==> src/rtl/encoder_position_tracker.sv <==
// encoder_position_tracker: saturating encoder position, press classification and CPU event flags (ENC_ACCEL_EN enables fast-step acceleration)
module encoder_position_tracker #(
  parameter int TICK_DIV  = 100000,
  parameter int POS_MIN   = 0,
  parameter int POS_MAX   = 255,
  parameter int FAST_MS   = 20,
  parameter int STEP_FAST = 4,
  parameter int LONG_MS   = 800
) (
  input  logic        clk,
  input  logic        reset,
  input  logic        enc_state_change_stb,
  input  logic        click,
  input  logic        clockwise,
  input  logic        switch,
  input  logic        pos_rd_stb,
  input  logic        pos_wr_stb,
  input  logic [15:0] pos_wr_data,
  output logic [15:0] position,
  output logic [7:0]  event_reg,
  output logic        irq
);
  localparam int PW = (TICK_DIV > 1) ? $clog2(TICK_DIV) : 1;
  typedef enum logic [1:0] {SW_IDLE, SW_PRESSED, SW_LONG} sw_state_e;
  sw_state_e   state_q, state_d;
  logic [PW-1:0] presc_q, presc_d;
  logic [9:0]  hold_q, hold_d;
  logic        sw_q, sw_d;
  logic [5:0]  flags_q, flags_d;
  logic [15:0] position_q, position_d;
  logic [7:0]  ev_q, ev_d;
  logic        irq_q, irq_d;
  logic        tick, detent, clip, rise, rel, set_short, set_long;
  logic [16:0] step, up;
  logic [15:0] dn, next_pos, wr_clamp;
`ifdef ENC_ACCEL_EN
  logic [7:0]  ivl_q, ivl_d;
`else
  logic        unused_cfg;
  assign unused_cfg = ^{FAST_MS[0], STEP_FAST[0]};
`endif
  assign position  = position_q;
  assign event_reg = ev_q;
  assign irq       = irq_q;
  // ms prescaler, step size and saturating position arithmetic at 17 bits
  always_comb begin
    tick    = presc_q == PW'(TICK_DIV - 1);
    presc_d = tick ? '0 : presc_q + PW'(1);
    detent  = enc_state_change_stb && click && !pos_wr_stb;
`ifdef ENC_ACCEL_EN
    step  = (32'(ivl_q) < FAST_MS) ? 17'(STEP_FAST) : 17'd1;
    ivl_d = detent ? 8'd0 : (tick && ivl_q != 8'hff) ? ivl_q + 8'd1 : ivl_q;
`else
    step  = 17'd1;
`endif
    up       = {1'b0, position_q} + step;
    dn       = position_q - step[15:0];
    clip     = clockwise ? (up > 17'(POS_MAX)) : ({1'b0, position_q} < 17'(POS_MIN) + step);
    next_pos = clockwise ? (clip ? 16'(POS_MAX) : up[15:0]) : (clip ? 16'(POS_MIN) : dn);
    wr_clamp = pos_wr_data > 16'(POS_MAX) ? 16'(POS_MAX) :
               pos_wr_data < 16'(POS_MIN) ? 16'(POS_MIN) : pos_wr_data;
    position_d = pos_wr_stb ? wr_clamp : detent ? next_pos : position_q;
  end
  // switch latch and press classifier; hold only advances while pressed
  always_comb begin
    sw_d      = enc_state_change_stb ? switch : sw_q;
    rise      = enc_state_change_stb && switch && !sw_q;
    rel       = enc_state_change_stb && !switch;
    state_d   = state_q;
    hold_d    = hold_q;
    set_short = 1'b0;
    set_long  = 1'b0;
    case (state_q)
      SW_IDLE: if (rise) begin
        state_d = SW_PRESSED;
        hold_d  = '0;
      end
      SW_PRESSED: if (32'(hold_q) >= LONG_MS) begin
        set_long = 1'b1;
        state_d  = rel ? SW_IDLE : SW_LONG;
      end else if (rel) begin
        set_short = 1'b1;
        state_d   = SW_IDLE;
      end else if (tick && hold_q != 10'h3ff) hold_d = hold_q + 10'd1;
      SW_LONG: if (rel) state_d = SW_IDLE;
      default: state_d = SW_IDLE;
    endcase
  end
  // sticky flags: set wins over read-clear, DIR just tracks the last detent
  always_comb begin
    flags_d    = (flags_q & ~(pos_rd_stb ? 6'b111101 : 6'b0)) |
                 {detent && flags_q[0], detent && clip, set_long, set_short, 1'b0, detent};
    flags_d[1] = detent ? clockwise : flags_q[1];
    ev_d       = pos_rd_stb ? {2'b00, flags_q} : ev_q;
    irq_d      = |flags_q[3:0];
  end
  // state registers
  always_ff @(posedge clk or posedge reset) begin
    if (reset) begin
      presc_q    <= '0;
      hold_q     <= '0;
      state_q    <= SW_IDLE;
      sw_q       <= 1'b0;
      flags_q    <= '0;
      position_q <= 16'(POS_MIN);
      ev_q       <= '0;
      irq_q      <= 1'b0;
`ifdef ENC_ACCEL_EN
      ivl_q      <= 8'hff;
`endif
    end else begin
      presc_q    <= presc_d;
      hold_q     <= hold_d;
      state_q    <= state_d;
      sw_q       <= sw_d;
      flags_q    <= flags_d;
      position_q <= position_d;
      ev_q       <= ev_d;
      irq_q      <= irq_d;
`ifdef ENC_ACCEL_EN
      ivl_q      <= ivl_d;
`endif
    end
  end
endmodule

==> config.mk <==
export PLATFORM = sky130hd
export DESIGN_NAME = encoder_position_tracker
export DESIGN_NICKNAME = d
export VERILOG_FILES = /design/src/rtl/encoder_position_tracker.sv
export SDC_FILE = /design/constraint.sdc
export NUM_CORES = 1
export LEC_CHECK = 0
export CORE_ASPECT_RATIO = 0.6
export CORE_MARGIN = 4
export CORE_UTILIZATION = 52
export DETAILED_ROUTE_END_ITERATION = 7
export GPL_TIMING_DRIVEN = 0
export PLACE_DENSITY = 0.85
export SETUP_SLACK_MARGIN = 0.4
export SYNTH_ARGS = -nofsm -noshare
export SYNTH_HDL_FRONTEND = slang
export SYNTH_SLANG_ARGS = --single-unit
==> constraint.sdc <==
create_clock -name clk -period 3.5 [get_ports clk]
set_clock_uncertainty 0.05 [all_clocks]
set_input_delay 0.7 -clock clk [delete_from_list [all_inputs] [get_ports clk]]
set_output_delay 0.7 -clock clk [all_outputs]
set_load 0.05 [all_outputs]
==> metrics.cfg, run 1 <==
[yosys]
yosysTopAreaCell = dfrtp_1
ys_warn_count = 0
synthArstFlopShare = 1.00
synthTopCellsByArea = dfrtp_1, xnor2_1, o21ai_0
synth_top_area_share = 0.408
syn-cell-area_mm2 = 0.00362
synth_edf_count = 0
synth_seq_cells = 59
ys_dominant_reg_cell = dfrtp_1
syn_inst = 407
avgSynthCellArea_um2 = 8.90
ys_types = 67
seq_area_frac_synth = 0.408

[sta]
worst_pin_slew_ns = 0.808
fmax_mhz = 338
finalHoldViolCount = 0
tns_ns = 0
finalSetupViolCount = 0
rsz0062_at_grt = no
relSlewSlack = 0.456
fin_crit_ns = 2.96
final.period_utilization = 0.845
finalMaxSlewViolations = 0

[power_and_ir_drop]
vdd_drop_max_uv = 338
leakagePower_nw = 1.92
powerDensity_mw_per_mm2 = 435

[cts]
tritoncts = yes
ctsLongestPathBuffers = 2
clkTransAtPathRegs_ns = 0.05
hold_buffers = 0
cts_max_level = 3
root_buffer = clkbuf_16
numCtsBuffers = 9
clkLatencyLatePin_ns = 0.33
clock_sink_count = 59

[run_status]
status = completed

[setup_path]
worstSetupPathType = reg -> reg
cpMostUsedCell = inv_1
cp_max_fo = 10
end_kind = register
cp_num_buf_inv = 4
critPathMaxStageDelay_ns = 0.57
start_kind = register
worstPathArrival_ns = 3.12
worstPathCellList = clkbuf_4 > inv_1 > ha_1 > inv_1 > or4_1 > o311ai_4 > o21a_1 > buf_6 > nor2_1 > a211o_1
required_ns = 3.66
cp_top_family = compound AO/OA/AOI/OAI gates
crit_path_top_delay_cell = or4_1

[job]
maxCapViolations = 0

[routing]
drtIter0Drc = 320
drt-pass1-iter-count = 5
finalWirelength_um = 9800
drc = 0
wl_per_cell_um = 17.5
ant_nets = 0
dr_total_vias = 3341
vias_per_cell = 5.98

[cells_and_area]
nets = 497
antenna_cells = 0
syn_to_final_growth_pct = 25.3
largest_reg_flops = 17
drive_above_1_share = 0.119
final_cells = 559
largest_register = presc_q
n_fill_cell = 525

[place]
dpl.hpwl_um = 7070
io_buffers = 45
place_congestion = 1.04
dp_cells = 541

[min_path]
hp-class = reg -> reg

[grt]
overflow = 0
grtUsageTotal = 0.249
antenna_found_initial = 0
grt_pass1_wl_um = 16000
grt_pass1_vias = 3168
grt_max_degree = 45

[die]
start_util = 0.540
fp.dieH_um = 72.7
fp-row-count = 23
dieArea_mm2 = 0.00841
io_pins = 49
dieWidth_um = 116
design.core.area_mm2 = 0.00671

==> routing by layer <==
layer  routed length [µm]  part of all wire  vias up  track usage
met5                    0                 0        -            0
met4                  162             0.017        0       0.0746
met2                 4170              0.43      156        0.347
met3                  946             0.097       19       0.0911
li1                     -                 -     1576            -
met1                 4520              0.46     1590        0.364
==> cell usage after synthesis, types with 3 or more instances <==
| master | instances |
|---|---|
| xor2_1 | 7 |
| nor3b_1 | 3 |
| o21ai_0 | 31 |
| dfrtp_1 | 59 |
| nand3_1 | 23 |
| buf_2 | 8 |
| and4_1 | 3 |
| nand2_1 | 36 |
| nand4_1 | 5 |
| or3_1 | 6 |
| mux2_2 | 6 |
| o22ai_1 | 3 |
| a21o_1 | 3 |
| or4_1 | 4 |
| o31ai_1 | 3 |
| ha_1 | 6 |
| nor2b_1 | 8 |
| buf_4 | 4 |
| and3_1 | 3 |
| inv_1 | 22 |
| a21oi_1 | 15 |
| clkbuf_1 | 8 |
| a211o_1 | 5 |
| nor4_2 | 3 |
| nor4_1 | 6 |
| xnor2_1 | 21 |
| a31oi_1 | 3 |
| nand2b_1 | 6 |
| nor2_1 | 40 |
| nor3_1 | 12 |
==> through the flow <==
step           hold slack [ns]  setup slack, ns  area, µm²  power [mW]  utilization
3_5_place_dp             0.443            0.421       4210        1.11        0.627
4_1_cts                  0.450            0.486       4500        1.98        0.671
2_1_floorplan            0.395            0.540       3630       0.983            -
5_1_grt                  0.470            0.402       4540        2.06        0.677
6_report                 0.450            0.542       4540        1.98        0.677
3_3_place_gp             0.421            0.266       4190        1.10        0.624
==> kinds of logic after synthesis <==
logic type               synth area share
other                             0.00104
AO/OA/AOI/OAI                       0.162
flip-flops                          0.408
XOR/XNOR                           0.0677
adder cells (fa/ha/maj)            0.0207
buffers and inverters              0.0594
AND/OR/NAND/NOR                     0.257
multiplexers                       0.0242
==> cell usage in the layout, fill, tap and decap left out, types with 3 or more instances in the layout <==
| master | n |
|---|---|
| dfrtp_1 | 58 |
| clkdlybuf4s50_1 | 45 |
| nor2_1 | 40 |
| nand2_1 | 36 |
| o21ai_0 | 31 |
| nand3_1 | 23 |
| inv_1 | 21 |
| xnor2_1 | 21 |
| a21oi_1 | 15 |
| nor3_1 | 11 |
| clkbuf_1 | 9 |
| clkbuf_16 | 9 |
| nor2b_1 | 8 |
| xor2_1 | 7 |
| buf_2 | 7 |
| nand2b_1 | 6 |
| nor4_1 | 6 |
| or3_1 | 6 |
| buf_4 | 6 |
| mux2_2 | 6 |
| ha_1 | 6 |
| nand4_1 | 5 |
| a211o_1 | 5 |
| or4_1 | 4 |
| nor4_2 | 3 |
| and4_1 | 3 |
| nor3_2 | 3 |
| and3_1 | 3 |
| o31ai_1 | 3 |
| a31oi_1 | 3 |
| nor3b_1 | 3 |
| o22ai_1 | 3 |
| a21o_1 | 3 |
| clkinv_2 | 3 |
==> final timing paths <==
| path | from | to | slack, ns | cells after the start |
|---|---|---|---|---|
| setup / recovery | position[0] | position[11] | 0.54 | 10 |
| hold / removal | presc_q[0] | presc_q[0] | 0.45 | 1 |
| setup reg to reg | position[0] | position[11] | 0.54 | 10 |
| hold reg to reg | presc_q[0] | presc_q[0] | 0.45 | 1 |
| max in group asynchronous | reset | position[1] | 2.23 | 3 |
| min in group asynchronous | reset | presc_q[13] | 0.61 | 2 |
==> final cells by class <==
cell class	count	area, µm²	area share
plain buffers	24	135	0.0298
clock buffers	11	243	0.0535
clock inverters	5	52.6	0.0116
inverters	22	82.6	0.0182
multi-input cells	303	1950	0.430
flip-flops and latches	59	1480	0.326
well taps	87	109	0.0240
repair buffers	48	485	0.107
==> where the power goes <==
group / total (mW) / switching [mW] / leakage, nW / internal [mW]
Combinational: 0.368 / 0.233 / 1.01 / 0.135
Sequential: 0.742 / 0.0295 / 0.769 / 0.712
Clock: 0.866 / 0.301 / 0.145 / 0.565
==> timing repair <==
item                                    CTS  global route
endpoints found under the setup margin    0            12
gates resized for setup                   0             5
setup buffers                             0             2
(Power assumes the default switching activity.)
==> run 2: changes to the inputs <==
==> constraint.sdc (replaced) <==
create_clock -name clk -period 2.85 [get_ports clk]
set_clock_uncertainty 0.05 [all_clocks]
set_input_delay 0.57 -clock clk [delete_from_list [all_inputs] [get_ports clk]]
set_output_delay 0.57 -clock clk [all_outputs]
set_load 0.05 [all_outputs]
==> run 2 against run 1 <==
  * Total power is 29% higher
  * Via count is 7.9% higher
  * Critical path type unchanged
  * Register-to-register slack worse by 0.30 ns
  * Worst setup slack worse by 0.30 ns
  * Hold slack better by 0.0063 ns
  * Sequential cell count stayed put
  * Sequential power is 23% higher
  * Sequential share of layout area is 2.9 points lower
==> metrics.cfg, run 2 (synthesized netlist as in run 1, its figures left out) <==
[run_status]
status = completed

[cts]
numCtsBuffers = 9  ; unchanged
ctsLongestPathBuffers = 2  ; unchanged
root_buffer = clkbuf_16
tritoncts = yes
clock_sink_count = 59  ; unchanged
clkLatencyLatePin_ns = 0.33  ; about the same
clkTransAtPathRegs_ns = 0.05  ; about the same
cts_max_level = 3  ; unchanged
hold_buffers = 0  ; unchanged

[setup_path]
worstSetupPathType = reg -> reg
end_kind = register
worstPathArrival_ns = 2.77  ; -0.35 ns
cp_max_fo = 10  ; unchanged
required_ns = 3.02  ; -0.64 ns
start_kind = register
critPathMaxStageDelay_ns = 0.46  ; -0.11 ns
worstPathCellList = buf_2 > nor3_1 > nand4_1 > o21ai_2 > or2_2 > buf_4 > o21a_1 > buf_6 > nor2_2 > a211o_1
crit_path_top_delay_cell = dfrtp_2

[place]
dpl.hpwl_um = 6980  ; -1.2%
place_ws_ns = -0.162  ; -0.583 ns
io_buffers = 45  ; unchanged
place_congestion = 0.997  ; -4.3%

[power_and_ir_drop]
p_total_mw = 2.55  ; +29%
vdd_drop_max_uv = 469  ; +39%
leakagePower_nw = 2.13  ; +11%
powerDensity_mw_per_mm2 = 508  ; +17%

[cells_and_area]
nets = 526  ; +5.8%
drive_above_1_share = 0.246  ; +0.127
layout_commonest_cell = dfrtp_1
syn_to_final_growth_pct = 38.8
antenna_cells = 0  ; unchanged
mostFrequentLayoutCells = dfrtp_1, clkdlybuf4s50_1, nor2_1
largest_reg_flops = 17  ; unchanged
largest_register = presc_q
post-route-util = 0.750  ; +0.0731

[routing]
drc = 0  ; unchanged
wl_per_cell_um = 18.8  ; +7.4%
ant_nets = 0  ; unchanged
drtIter0Drc = 361  ; +13%
dr_total_vias = 3604  ; +7.9%
drt-pass1-iter-count = 7  ; +2
finalWirelength_um = 11100  ; +13%
vias_per_cell = 6.13  ; +2.6%

[sta]
fin_crit_ns = 2.60  ; -0.353 ns
relSlewSlack = 0.480  ; +0.0240
finalHoldViolCount = 0  ; unchanged
fmax_mhz = 384  ; +14%
worst_pin_slew_ns = 0.773  ; -0.0356 ns
finalSetupViolCount = 0  ; unchanged
rsz0062_at_grt = yes
finalMaxSlewViolations = 0  ; unchanged
setup_ws_ns = 0.245  ; -0.297 ns
final.period_utilization = 0.914  ; +0.0688

[die]
dieArea_mm2 = 0.00841  ; unchanged
start_util = 0.540  ; unchanged
io_pins = 49  ; unchanged
fp.dieH_um = 72.7  ; unchanged
fp-row-count = 23  ; unchanged
design.core.area_mm2 = 0.00671  ; unchanged
dieWidth_um = 116  ; unchanged

[grt]
grtUsageTotal = 0.254  ; +0.00501
grt_pass1_vias = 3344  ; +5.6%
grt_pass1_wl_um = 16500  ; +3.3%
grt_max_degree = 37  ; -18%
antenna_found_initial = 0  ; unchanged
overflow = 0  ; unchanged

[min_path]
hp-class = reg -> reg

[job]
maxCapViolations = 0  ; unchanged

[run 2: cell types whose count changed in the layout (fill, tap and decap cells not counted), moves of 4 or more]
cell | previous run | this run
ha_1 | 6 | 2
buf_4 | 6 | 34
buf_6 | 2 | 8
buf_2 | 7 | 3
dfrtp_1 | 58 | 48
dfrtp_2 | 1 | 11
nor2_1 | 40 | 36
nor4_4 | 1 | 6
[run 2: critical path: cells and delay by family (launching register included)]
| family | cells | cell delay [ns] |
|---|---|---|
| AND/OR/NAND/NOR | 4 | 0.70 |
| buffers and inverters | 3 | 0.55 |
| flip-flops | 1 | 0.46 |
| AO/OA/AOI/OAI | 3 | 0.72 |
[run 2: repair_timing]
| item | 4_1_cts | 5_1_grt |
|---|---|---|
| gates resized for setup | 23 | 35 |
| setup endpoints to repair | 16 | 17 |
| pin swaps | 12 | 17 |
| buffers inserted | 14 | 16 |
| gates cloned | 1 | 0 |
[run 2: worst paths after layout]
check	end	startpoint	cells after the start	slack [ns]
min reg2reg	presc_q[12]	presc_q[12]	1	0.46
max	position[11]	position[3]	10	0.25
min	presc_q[12]	presc_q[12]	1	0.46
max reg2reg	position[11]	position[3]	10	0.25
min in group asynchronous	presc_q[9]	reset	2	0.55
max in group asynchronous	position[3]	reset	3	1.61
[run 2: report_power, final]
group | internal, mW | total, mW | switching, mW
Sequential | 0.876 | 0.914 | 0.0375
Clock | 0.700 | 1.07 | 0.373
Combinational | 0.230 | 0.568 | 0.338
[run 2: through the flow]
stage / std cells / setup TNS (ns) / instance area [µm²] / hold slack, ns
after CTS: 572 / 0 / 4770 / 0.448
after floorplan: 408 / 0 / 3690 / 0.395
after global placement: 540 / -19.20 / 4250 / 0.418
after global routing: 588 / 0 / 5030 / 0.480
after detailed placement: 541 / -0.537 / 4270 / 0.441
final: 588 / 0 / 5030 / 0.457
[run 2: layout make-up]
type	instances	area (µm²)
fillers	437	1680
clock inverters	4	51.3
well taps	87	109
clock buffers	12	246
inverters	22	92.6
flip-flops and latches	59	1490
repair buffers	77	716
multi-input cells	303	2160
plain buffers	24	168
[run 2: layer usage]
layer,vias to the layer above,GRT usage,share of wire
li1,1627,-,-
met1,1714,0.354,0.42
met2,218,0.359,0.44
met3,45,0.117,0.12
met4,0,0.0708,0.025
met5,-,0,0
